## src/rtl/dma_mem_arbiter_if.sv

```systemverilog
// rtl/dma_mem_arbiter_if.sv - requester and memory bus bundle for dma_mem_arbiter
//
// Ports carried (NREQ requesters, AW address bits):
//   req, rnw, addr, wd   per-requester request group (addr/wd packed, requester i at [i*AW +: AW] / [i*8 +: 8])
//   ack, dend, rd        per-requester grant pulse, completion pulse, shared read data
//   mem_free, mem_rd     memory side inputs: CPU leaves bus free, read data
//   mem_addr, mem_wd, mem_we, mem_oe, mem_own   memory side outputs
// Modports: slave = arbiter, master = requesters plus memory environment.
interface dma_mem_arbiter_if #(
    parameter int NREQ = 4,
    parameter int AW   = 21
);
    logic [NREQ-1:0]    req;
    logic [NREQ-1:0]    rnw;
    logic [NREQ*AW-1:0] addr;
    logic [NREQ*8-1:0]  wd;
    logic [NREQ-1:0]    ack;
    logic [NREQ-1:0]    dend;
    logic [7:0]         rd;
    logic               mem_free;
    logic [AW-1:0]      mem_addr;
    logic [7:0]         mem_wd;
    logic [7:0]         mem_rd;
    logic               mem_we;
    logic               mem_oe;
    logic               mem_own;

    modport slave (
        input  req, rnw, addr, wd, mem_free, mem_rd,
        output ack, dend, rd, mem_addr, mem_wd, mem_we, mem_oe, mem_own
    );

    modport master (
        output req, rnw, addr, wd, mem_free, mem_rd,
        input  ack, dend, rd, mem_addr, mem_wd, mem_we, mem_oe, mem_own
    );
endinterface

```

## src/rtl/dma_mem_arbiter.sv

```systemverilog
// rtl/dma_mem_arbiter.sv - round-robin arbiter sharing the memory bus among DMA requesters
//
// Ports:
//   clk    clock
//   rst_n  asynchronous active-low reset
//   bus    dma_mem_arbiter_if.slave (requester groups, ack/dend/rd, memory bus)
// Parameters: NREQ (2..8), AW address width, MEM_LAT cycles the bus is held per access (>=1).
// Optional feature macro: DMA_ARB_PRIO0_EN - requester 0 has fixed highest priority and
//   does not move the rotation pointer; requesters 1..NREQ-1 rotate among themselves.
module dma_mem_arbiter #(
    parameter int NREQ    = 4,
    parameter int AW      = 21,
    parameter int MEM_LAT = 2
) (
    input logic            clk,
    input logic            rst_n,
    dma_mem_arbiter_if.slave bus
);
    localparam int CW = (MEM_LAT > 1) ? $clog2(MEM_LAT) : 1;

    typedef enum logic {IDLE, ACC} state_t;

    state_t          state;
    logic [2:0]      ptr;
    logic [2:0]      gnt_l;
    logic [CW-1:0]   cnt;
    logic            rnw_l;
    logic [NREQ-1:0] dend_r;
    logic [7:0]      rd_r;
    logic [AW-1:0]   mem_addr_r;
    logic [7:0]      mem_wd_r;
    logic            mem_we_r;
    logic            mem_oe_r;
    logic            mem_own_r;

    // Zero-padded copies so a 3-bit index is always exactly in range.
    logic [7:0]      req_x;
    logic [7:0]      rnw_x;
    logic [2:0]      idx;
    logic [2:0]      win;
    logic            win_vld;
    logic            ptr_upd;
    logic            grant;

    assign req_x = 8'(bus.req);
    assign rnw_x = 8'(bus.rnw);

    // Scan from the farthest offset down to ptr+1 so the nearest requester
    // after ptr is the last (winning) assignment.
    always_comb begin
        idx     = '0;
        win     = '0;
        win_vld = 1'b0;
        ptr_upd = 1'b1;
        for (int k = NREQ; k >= 1; k--) begin
            idx = 3'((int'(ptr) + k) % NREQ);
            if (req_x[idx]) begin
                win     = idx;
                win_vld = 1'b1;
            end
        end
`ifdef DMA_ARB_PRIO0_EN
        if (bus.req[0]) begin
            win     = 3'd0;
            win_vld = 1'b1;
            ptr_upd = 1'b0;
        end
`endif
    end

    assign grant   = (state == IDLE) && bus.mem_free && win_vld;
    assign bus.ack = grant ? (NREQ'(1) << win) : '0;

    always_ff @(posedge clk or negedge rst_n) begin
        if (!rst_n) begin
            state      <= IDLE;
            ptr        <= 3'(NREQ - 1);
            gnt_l      <= '0;
            cnt        <= '0;
            rnw_l      <= 1'b0;
            dend_r     <= '0;
            rd_r       <= '0;
            mem_addr_r <= '0;
            mem_wd_r   <= '0;
            mem_we_r   <= 1'b0;
            mem_oe_r   <= 1'b0;
            mem_own_r  <= 1'b0;
        end else begin
            dend_r <= '0;
            case (state)
                IDLE: begin
                    if (grant) begin
                        mem_addr_r <= bus.addr[win*AW +: AW];
                        mem_wd_r   <= bus.wd[win*8 +: 8];
                        rnw_l      <= rnw_x[win];
                        mem_oe_r   <= rnw_x[win];
                        mem_we_r   <= !rnw_x[win];
                        mem_own_r  <= 1'b1;
                        gnt_l      <= win;
                        if (ptr_upd) begin
                            ptr <= win;
                        end
                        cnt   <= CW'(MEM_LAT - 1);
                        state <= ACC;
                    end
                end
                ACC: begin
                    // mem_free is deliberately ignored: a started access always completes.
                    if (cnt == '0) begin
                        if (rnw_l) begin
                            rd_r <= bus.mem_rd;
                        end
                        dend_r    <= NREQ'(1) << gnt_l;
                        mem_we_r  <= 1'b0;
                        mem_oe_r  <= 1'b0;
                        mem_own_r <= 1'b0;
                        state     <= IDLE;
                    end else begin
                        cnt <= cnt - 1'b1;
                    end
                end
                default: state <= IDLE;
            endcase
        end
    end

    assign bus.dend     = dend_r;
    assign bus.rd       = rd_r;
    assign bus.mem_addr = mem_addr_r;
    assign bus.mem_wd   = mem_wd_r;
    assign bus.mem_we   = mem_we_r;
    assign bus.mem_oe   = mem_oe_r;
    assign bus.mem_own  = mem_own_r;
endmodule
```

## src/flat_wrapper.sv

```systemverilog
// flat-port wrapper written by rule: the top's interface ports become plain ports
module dma_mem_arbiter_flat 
#(
    parameter int NREQ    = 4,
    parameter int AW      = 21,
    parameter int MEM_LAT = 2
)
  (clk, rst_n, bus_req, bus_rnw, bus_addr, bus_wd, bus_mem_free, bus_mem_rd, bus_ack, bus_dend, bus_rd, bus_mem_addr, bus_mem_wd, bus_mem_we, bus_mem_oe, bus_mem_own);
  dma_mem_arbiter_if #(.NREQ(NREQ), .AW(AW)) bus_i ();
  input logic clk;
  input logic rst_n;
  input wire logic [$bits(bus_i.req)-1:0] bus_req;
  input wire logic [$bits(bus_i.rnw)-1:0] bus_rnw;
  input wire logic [$bits(bus_i.addr)-1:0] bus_addr;
  input wire logic [$bits(bus_i.wd)-1:0] bus_wd;
  input wire logic [$bits(bus_i.mem_free)-1:0] bus_mem_free;
  input wire logic [$bits(bus_i.mem_rd)-1:0] bus_mem_rd;
  output wire logic [$bits(bus_i.ack)-1:0] bus_ack;
  output wire logic [$bits(bus_i.dend)-1:0] bus_dend;
  output wire logic [$bits(bus_i.rd)-1:0] bus_rd;
  output wire logic [$bits(bus_i.mem_addr)-1:0] bus_mem_addr;
  output wire logic [$bits(bus_i.mem_wd)-1:0] bus_mem_wd;
  output wire logic [$bits(bus_i.mem_we)-1:0] bus_mem_we;
  output wire logic [$bits(bus_i.mem_oe)-1:0] bus_mem_oe;
  output wire logic [$bits(bus_i.mem_own)-1:0] bus_mem_own;
  assign bus_i.req = bus_req;
  assign bus_i.rnw = bus_rnw;
  assign bus_i.addr = bus_addr;
  assign bus_i.wd = bus_wd;
  assign bus_i.mem_free = bus_mem_free;
  assign bus_i.mem_rd = bus_mem_rd;
  assign bus_ack = bus_i.ack;
  assign bus_dend = bus_i.dend;
  assign bus_rd = bus_i.rd;
  assign bus_mem_addr = bus_i.mem_addr;
  assign bus_mem_wd = bus_i.mem_wd;
  assign bus_mem_we = bus_i.mem_we;
  assign bus_mem_oe = bus_i.mem_oe;
  assign bus_mem_own = bus_i.mem_own;
  dma_mem_arbiter #(.NREQ(NREQ), .AW(AW), .MEM_LAT(MEM_LAT)) u_core (.clk(clk), .rst_n(rst_n), .bus(bus_i));
endmodule
```

## config.mk

```make
export PLATFORM = sky130hd
export DESIGN_NAME = dma_mem_arbiter_flat
export DESIGN_NICKNAME = d
export VERILOG_FILES = /design/src/rtl/dma_mem_arbiter_if.sv /design/src/rtl/dma_mem_arbiter.sv /design/src/flat_wrapper.sv
export SDC_FILE = /design/constraint.sdc
export NUM_CORES = 1
export LEC_CHECK = 0
export ABC_CLOCK_PERIOD_IN_PS = 4200
export BUFFER_PORTS_ARGS = -buffer_cell sky130_fd_sc_hd__buf_2
export CAP_MARGIN = 20
export CORE_MARGIN = 2
export CORE_UTILIZATION = 47
export DETAILED_ROUTE_END_ITERATION = 8
export GPL_ROUTABILITY_DRIVEN = 0
export PLACE_DENSITY = 0.91
export SYNTH_ARGS = -nofsm -noshare
export SYNTH_HDL_FRONTEND = slang
export SYNTH_SLANG_ARGS = --single-unit
```

## constraint.sdc

```tcl
create_clock -name clk -period 4.2 [get_ports clk]
set_clock_uncertainty 0.2 [all_clocks]
set_input_delay 0.21 -clock clk [delete_from_list [all_inputs] [get_ports clk]]
set_output_delay 0.21 -clock clk [all_outputs]
set_load 0.01 [all_outputs]
```

==> key figures, run 1 <==
Drt
  • Final ANT Viol Nets: 0
  • Vias/cell: 5.72
  • Initial DRC Count: 197
  • Total number of vias: 3176
  • Post-Route WL: 9430 um
  • DRC violations left: 0
  • DR WL/cell: 17.0 um
  • DR pass1 iterations: 4

Die
  • Die Ht: slightly above 80 um
  • Die ar.: 6920 um2
  • Starting Density: 0.492
  • Num ports: 183
  • Core area: 5990 um2
  • Die Wd: roughly 83 um
  • Rows: 28

Worst setup path
  • Reg2reg start: u_core.ptr[0]$_DFFE_PN1P_
  • CP endpoint kind: flop
  • Critical Path Fanout Max: 39
  • Critical path capture point: u_core.bus.mem_wd[6]$_DFFE_PN0P_
  • Worst-case reg-to-reg path depth: 7
  • Arrival time at the worst endpoint: 3.13 ns
  • Reg-to-reg endpoint: u_core.bus.mem_wd[6]$_DFFE_PN0P_
  • Startpoint Class: flop
  • R2R setup slack: around 1.1 ns
  • CP Class: reg -> reg
  • Worst path required time: 4.18 ns
  • CP startpoint: u_core.ptr[0]$_DFFE_PN1P_

Power
  • Combinational share of power: 0.527
  • Leakage: 1.97 nW
  • Power density over the cells: 610 nW/um2
  • Sequential share of power: 0.356
  • Psw: 1.08 mW
  • Int Power: 1.43 mW
  • Worst VDD drop: between 0.2 and 0.3 mV
  • Switching Fraction: 0.430
  • Total Power: 2.50 mW
  • Clock power share: 0.117

Logic synthesis
  • Asr flop ratio synth: 1.00
  • Post-Synthesis Cell Area: 2950 um2
  • Sequential area share after synthesis: 0.434
  • Syn_area_per_cell: ~10 um2
  • Syn nets: 430
  • Primary FF master, synth: dfrtp_1
  • Number of synthesized flops with an enable pin: 0
  • Library cells used by synthesis: 45
  • Warnings, synthesis: 0
  • Post-Syn Instances: 295
  • Flops & latches, synth: 51

Status
  • Status: completed

CTS
  • Clock Sink Count: 51
  • CTS H-tree lvls: 2
  • CTS tree: done
  • Clk Tree Root Cell: clkbuf_8
  • Post-cts sizing count: 0
  • Worst-case clock buffer depth: 2
  • Worst-skew pair later-pin latency: 0.32 ns
  • Worst-path clk slew: 0.11 ns
  • CTS Buf Count: 5

Cells and area
  • Layout area overhead: 39.0%
  • Nets: 614
  • Layout cells sized above 1: 0.446
  • Diode count: 0

STA
  • Actual slew at the worst max-slew pin: around 1.0 ns
  • Final Hold Fails: 0
  • Final period util: 0.749
  • Fmax: 0.318 GHz
  • Setup Viol. Count Final: 0
  • Slew Limit Fails: 0
  • RSZ-0062 raised after global routing: false
  • Setup TNS: 0 ns
  • Slew HR: 0.307
  • Minimum clock period: 3.14 ns

Global route
  • GRT Total Usage: 0.266
  • Grt ovf: 0
  • Initial antenna violation count: 0
  • Vias in the first global route: 3293
  • Largest net degree at the start of global routing: 58
  • First-pass GRT wire length: 15000 um

Min path
  • HP Class: in -> reg

Place
  • Detail Placement HPWL: 6650 um
  • Port Buffers: between 150 and 200

Job
  • MaxCap Viol Count: 0
-- layout by cell type, fill, tap and decap left out, types with 2 or more instances in the layout --
cell | synthesis | layout
a211oi_1 | 14 | 14
nand2_1 | 12 | 12
mux2_2 | 9 | 9
o31a_1 | 9 | 9
nor2_1 | 41 | 41
nand3_1 | 2 | 2
nor2b_1 | 2 | 2
dfstp_2 | 2 | 2
clkbuf_8 | 0 | 5
a21oi_1 | 2 | 2
and2_1 | 2 | 2
inv_1 | 3 | 3
dlygate4sd3_1 | 0 | 16
nand2b_1 | 2 | 2
dfrtp_1 | 49 | 49
o21ai_1 | 13 | 12
mux2i_1 | 29 | 29
a21boi_1 | 2 | 2
o31ai_1 | 4 | 4
clkinvlp_4 | 0 | 2
o21ai_0 | 12 | 12
a221oi_1 | 21 | 21
buf_2 | 10 | 182
nor3_1 | 2 | 2
o22ai_1 | 21 | 21
-- routing by layer --
layer / track usage / vias to the layer above / routed length (um)
li1: - / 1494 / -
met1: 0.296 / 1516 / 3500
met2: 0.504 / 149 / 5090
met3: 0.0537 / 17 / 677
met4: 0.0835 / 0 / 163
met5: 0 / - / 0
-- flip-flops by register name, summed over array words and instances, names as in the netlist --
name,flops
u_core.bus.dend,4
u_core.bus.mem_oe,1
u_core.cnt,1
u_core.bus.rd,8
u_core.rnw_l,1
u_core.bus.mem_wd,8
u_core.bus.mem_addr,21
u_core.bus.mem_own,1
u_core.state,1
u_core.bus.mem_we,1
u_core.gnt_l,2
u_core.ptr,2
-- power by group through the flow --
stage	logic [mW]	registers [mW]	clock network, mW
6_report	1.32	0.891	0.292
5_1_grt	1.44	0.917	0.325
4_1_cts	1.32	0.882	0.300
3_5_place_dp	1.30	0.889	0
3_3_place_gp	1.24	0.872	0
2_1_floorplan	0.815	0.955	0
-- worst max-delay path, cell delays in order, from the launching register on --
cell and delay, ns:
dfstp_2 0.62, o21ai_1 0.09, a21boi_1 0.75, nor3_4 0.08, buf_4 0.34, mux2i_1 0.24
dlygate4sd3_1 0.57, o22ai_1 0.07
-- worst min-delay path by stage --
stage | start | cells past startpoint | endpoint
6_report | bus_addr[35] | 3 | u_core.bus.mem_addr[14]$_DFFE_PN0P_
5_1_grt | bus_addr[28] | 3 | u_core.bus.mem_addr[7]$_DFFE_PN0P_
4_1_cts | bus_addr[35] | 3 | u_core.bus.mem_addr[14]$_DFFE_PN0P_
3_5_place_dp | bus_mem_rd[4] | 2 | u_core.bus.rd[4]$_DFFE_PN0P_
3_3_place_gp | bus_mem_rd[5] | 2 | u_core.bus.rd[5]$_DFFE_PN0P_
2_1_floorplan | rst_n | 0 | u_core.bus.dend[0]$_DFF_PN0_
-- cell type report --
type,count,area (um2)
fill,490,1890
multi-input combinational,218,1520
sequential,51,1280
timing repair buffer,200,1100
tap,75,93.8
clock buffer,5,68.8
clock inverter,3,23.8
inverter,3,11.3
-- Yosys cell counts (all sizes together), types with 4 or more instances --
| cell | count | share of area |
|---|---|---|
| o31ai | 4 | 0.010 |
| clkbuf | 7 | 0.0089 |
| buf | 16 | 0.040 |
| a221oi | 21 | 0.062 |
| o22ai | 21 | 0.045 |
| a211oi | 15 | 0.040 |
| dfrtp | 49 | 0.42 |
| mux2 | 9 | 0.034 |
| o21ai | 25 | 0.042 |
| mux2i | 29 | 0.098 |
| nor2 | 41 | 0.052 |
| o31a | 9 | 0.027 |
| nand2 | 13 | 0.017 |
-- through the flow --
step                      hold slack [ns]  setup WS [ns]  utilization  instances  instance area (um2)
final                             0.00118           1.06        0.684        555                 4100
after global routing              0.00915          0.891        0.684        555                 4100
after floorplan                    -0.286           2.18            -        295                 2950
after CTS                         0.00144           1.17        0.681        554                 4080
after global placement              0.247           1.61        0.639        530                 3830
after detailed placement            0.251           1.45        0.639        530                 3830
-- repair_timing --
action | in CTS | in global routing
setup buffers | 0 | 0
hold buffers | 16 | 0
hold endpoints to repair | 61 | 0
endpoints found under the setup margin | 0 | 0
-- logic make-up (layout without fill, tap and decap cells) --
group                  after synthesis  in the layout  share of synthesized area
buffers and inverters               26            211                     0.0526
DFF                                 51             51                      0.434
AOI/OAI and AO/OA                  108            108                      0.264
and+or+nand+nor                     72             72                      0.116
muxes                               38             38                      0.133
No activity file was read; power rests on OpenSTA's default activity.
==> run 2, diff against run 1 <==
--- a/config.mk
+++ b/config.mk
@@ -5,14 +5,15 @@
 export SDC_FILE = /design/constraint.sdc
 export NUM_CORES = 1
 export LEC_CHECK = 0
-export ABC_CLOCK_PERIOD_IN_PS = 4200
+export ABC_AREA = 1
+export ABC_CLOCK_PERIOD_IN_PS = 2800
 export BUFFER_PORTS_ARGS = -buffer_cell sky130_fd_sc_hd__buf_2
 export CAP_MARGIN = 20
 export CORE_MARGIN = 2
-export CORE_UTILIZATION = 47
+export CORE_UTILIZATION = 41
 export DETAILED_ROUTE_END_ITERATION = 8
 export GPL_ROUTABILITY_DRIVEN = 0
-export PLACE_DENSITY = 0.91
+export PLACE_DENSITY = 0.81
 export SYNTH_ARGS = -nofsm -noshare
 export SYNTH_HDL_FRONTEND = slang
 export SYNTH_SLANG_ARGS = --single-unit
==> constraint.sdc (replaced) <==
create_clock -name clk -period 2.8 [get_ports clk]
set_clock_uncertainty 0.2 [all_clocks]
set_input_delay 0.14 -clock clk [delete_from_list [all_inputs] [get_ports clk]]
set_output_delay 0.14 -clock clk [all_outputs]
set_load 0.01 [all_outputs]
==> key figures, run 2 <==
Power
  • Power density over the cells: 1330 nW/um2 (+120%)
  • Psw: 3.28 mW (+210%)
  • Leakage: 2.85 nW (+45%)
  • Worst VDD drop: 0.570 mV (+93%)
  • Combinational share of power: 0.718 (+0.191)
  • Total Power: 6.06 mW (+140%)
  • Int Power: 2.78 mW (+95%)
  • Sequential share of power: 0.212 (-0.144)
  • Clock power share: 0.071 (-0.046)
  • Switching Fraction: 0.541 (+0.111)

STA
  • RSZ-0062 raised after global routing: false
  • Actual slew at the worst max-slew pin: 0.578 ns (-0.461 ns)
  • Setup TNS: 0 ns (unchanged)
  • Final period util: 0.934
  • Minimum clock period: 2.61 ns
  • Fmax: about 0.38 GHz
  • Setup Viol. Count Final: 0 (unchanged)
  • Slew HR: 0.615 (+0.307)
  • Slew Limit Fails: 0 (unchanged)
  • Setup ws final: 0.186 ns (-0.870 ns)
  • Final Hold Fails: 0 (unchanged)

Die
  • Num ports: 183 (unchanged)
  • Core area: 8090 um2 (+35%)
  • Starting Density: 0.416 (-0.0760)
  • Die Wd: 94.6 um (+14%)
  • Die Ht: 94.6 um (+14%)
  • Die ar.: 8950 um2 (+29%)
  • Rows: 33 (+18%)

Place
  • Placed Area: 4310 um2 (+13%)
  • Placed insts: 799 (+51%)
  • DP Worst Slack: 0.349 ns (-1.10 ns)
  • Port Buffers: 182 (unchanged)
  • Detail Placement HPWL: 7500 um (+13%)

Logic synthesis
  • Yosys top cell by area: nand2_1
  • Library cells used by synthesis: 23 (-49%)
  • Primary FF master, synth: dfrtp_1
  • Asr flop ratio synth: 1.00 (unchanged)
  • Syn nets: 669 (+56%)
  • Flops & latches, synth: 51 (unchanged)
  • Number of synthesized flops with an enable pin: 0 (unchanged)
  • Syn_area_per_cell: 6.31 um2 (-37%)
  • Main area contributors after synthesis: nand2_1, dfrtp_1, nand3_1
  • Post-Syn Instances: 534 (+81%)
  • Count leader, synth: nand2_1
  • Post-Synthesis Cell Area: 3370 um2 (+14%)
  • Synth top area share: 0.372 (-0.0436)
  • Sequential area share after synthesis: 0.380 (-0.0540)
  • Post-synth top cells: nand2_1, nand3_1, dfrtp_1
  • Warnings, synthesis: 0 (unchanged)

Worst setup path
  • CP startpoint: u_core.ptr[0]$_DFFE_PN1P_
  • Worst path required time: 2.46 ns (-1.72 ns)
  • Critical path, cell by cell: clkbuf_2 > o21ai_1 > nand2_1 > nand2_1 > a21oi_1 > nand2_1 > nand2_1 > clkinv_4 > nand2_1 > nor2_1 > buf_2
  • Largest stage delay, worst path: 0.63 ns (-0.12 ns)
  • CP Class: reg -> out
  • Critical Path Fanout Max: 22 (-44%)
  • CP endpoint kind: output pin
  • Slowest CP cell: dfstp_2
  • Crit-path most repeated cell: nand2_1
  • Reg2reg start: u_core.ptr[0]$_DFFE_PN1P_
  • Arrival time at the worst endpoint: 2.27 ns (-0.86 ns)
  • Startpoint Class: flop
  • Worst-case reg-to-reg path depth: 14 (+7)

CTS
  • Worst-skew pair later-pin latency: 0.29 ns (-0.03 ns)
  • Clk Tree Root Cell: clkbuf_8
  • CTS tree: done
  • CTS H-tree lvls: 2 (unchanged)
  • Worst-case clock buffer depth: 2 (unchanged)
  • Worst-path clk slew: 0.09 ns (-0.02 ns)
  • CTS Buf Count: 5 (unchanged)
  • Clock Sink Count: 51 (unchanged)

Cells and area
  • Layout cells sized above 1: 0.318 (-0.128)
  • Most frequent cells in the layout: nand2_1, buf_2, nand3_1, dfrtp_1
  • Layout area overhead: 35.3%
  • Multi-input combinational cell area: 1880 um2 (+23%)
  • FF+latch area: 1280 um2 (unchanged)
  • Design Area, Final: 4560 um2 (+11%)
  • Nets: 851 (+39%)
  • Flip-flop count of the largest register after layout: 21 (unchanged)
  • Finished Layout Cells: 822 (+48%)
  • Commonest non-fill, non-tap cell in the layout: nand2_1
  • Diode count: 0 (unchanged)
  • Fillers: 807 (+65%)

Global route
  • Vias in the first global route: 3458 (+5.0%)
  • First-pass GRT wire length: 15400 um (+2.4%)
  • GRT Total Usage: 0.212 (-0.0540)
  • Initial antenna violation count: 0 (unchanged)
  • Grt ovf: 0 (unchanged)
  • Largest net degree at the start of global routing: 64 (+10%)

Drt
  • DR WL/cell: 12.7 um (-25%)
  • Total number of vias: 3986 (+26%)
  • DRC violations left: 0 (unchanged)
  • Post-Route WL: 10400 um (+11%)
  • Final ANT Viol Nets: 0 (unchanged)
  • DR pass1 iterations: 4 (unchanged)
  • Initial DRC Count: 157 (-20%)
  • Vias/cell: 4.85 (-15%)

Min path
  • Worst Hold Launch: bus_addr[77]
  • HP Class: in -> reg
  • WHS Path Cells: 7 (+4)

Job
  • MaxCap Viol Count: 0 (unchanged)

Status
  • Status: completed
[run 2: layout make-up]
| cell class | instances | area share |
|---|---|---|
| Inverter | 16 | 0.0154 |
| Tap cell | 105 | 0.0288 |
| Clock buffer | 7 | 0.0189 |
| Multi-Input combinational cell | 437 | 0.412 |
| Timing Repair Buffer | 205 | 0.244 |
| Clock inverter | 1 | 0.00110 |
| Sequential cell | 51 | 0.281 |
[run 2: worst paths after layout]
check / slack, ns / to
min in group asynchronous: 0.18 / u_core.state$_DFF_PN0_
setup reg to reg: 0.24 / u_core.bus.mem_wd[7]$_DFFE_PN0P_
hold / removal: 0.01 / u_core.bus.mem_addr[14]$_DFFE_PN0P_
setup / recovery: 0.19 / bus_ack[2]
max in group asynchronous: 1.43 / u_core.bus.mem_own$_DFFE_PN0P_
hold reg to reg: 0.27 / u_core.bus.dend[1]$_DFF_PN0_
[run 2: kinds of logic after synthesis]
| group | share of synthesized area |
|---|---|
| flip-flops | 0.380 |
| AO/OA/AOI/OAI | 0.0163 |
| multiplexers | 0.0268 |
| buffers and inverters | 0.0725 |
| AND/OR/NAND/NOR | 0.505 |
[run 2: repair_timing]
action / CTS / global route
endpoints found under the hold margin: 32 / 0
buffers inserted: 0 / 3
setup endpoints to repair: 0 / 4
hold buffers: 10 / 0
resized for setup: 0 / 7
[run 2: power by group through the flow]
stage	Sequential [mW]	Clock (mW)	Combinational [mW]
2_1_floorplan	1.39	0	3.10
3_3_place_gp	1.29	0	3.98
3_5_place_dp	1.29	0	4.09
4_1_cts	1.29	0.442	4.10
5_1_grt	1.32	0.476	4.95
6_report	1.28	0.428	4.35
[run 2: worst max-delay path: cells and delay by family (launching register included)]
kind / cells / cell delay, ns
flops: 1 / 0.63
simple gates: 6 / 0.58
buf+inv: 3 / 0.52
compound gates: 2 / 0.26
[run 2: metrics by stage]
step,util,hold WS [ns]
after floorplan,-,-0.356
after global placement,0.532,-0.0346
after detailed placement,0.532,-0.0293
after CTS,0.556,0.00219
after global routing,0.563,0.0425
final,0.563,0.0137
[run 2: routing by layer]
| layer | share of wire | global-route usage | vias up | wire, um |
|---|---|---|---|---|
| met1 | 0.41 | 0.266 | 1808 | 4320 |
| met3 | 0.076 | 0.0447 | 10 | 791 |
| met4 | 0.0074 | 0.0326 | 0 | 77 |
| met2 | 0.50 | 0.381 | 150 | 5260 |
| li1 | - | - | 2018 | - |
| met5 | 0 | 0 | - | 0 |
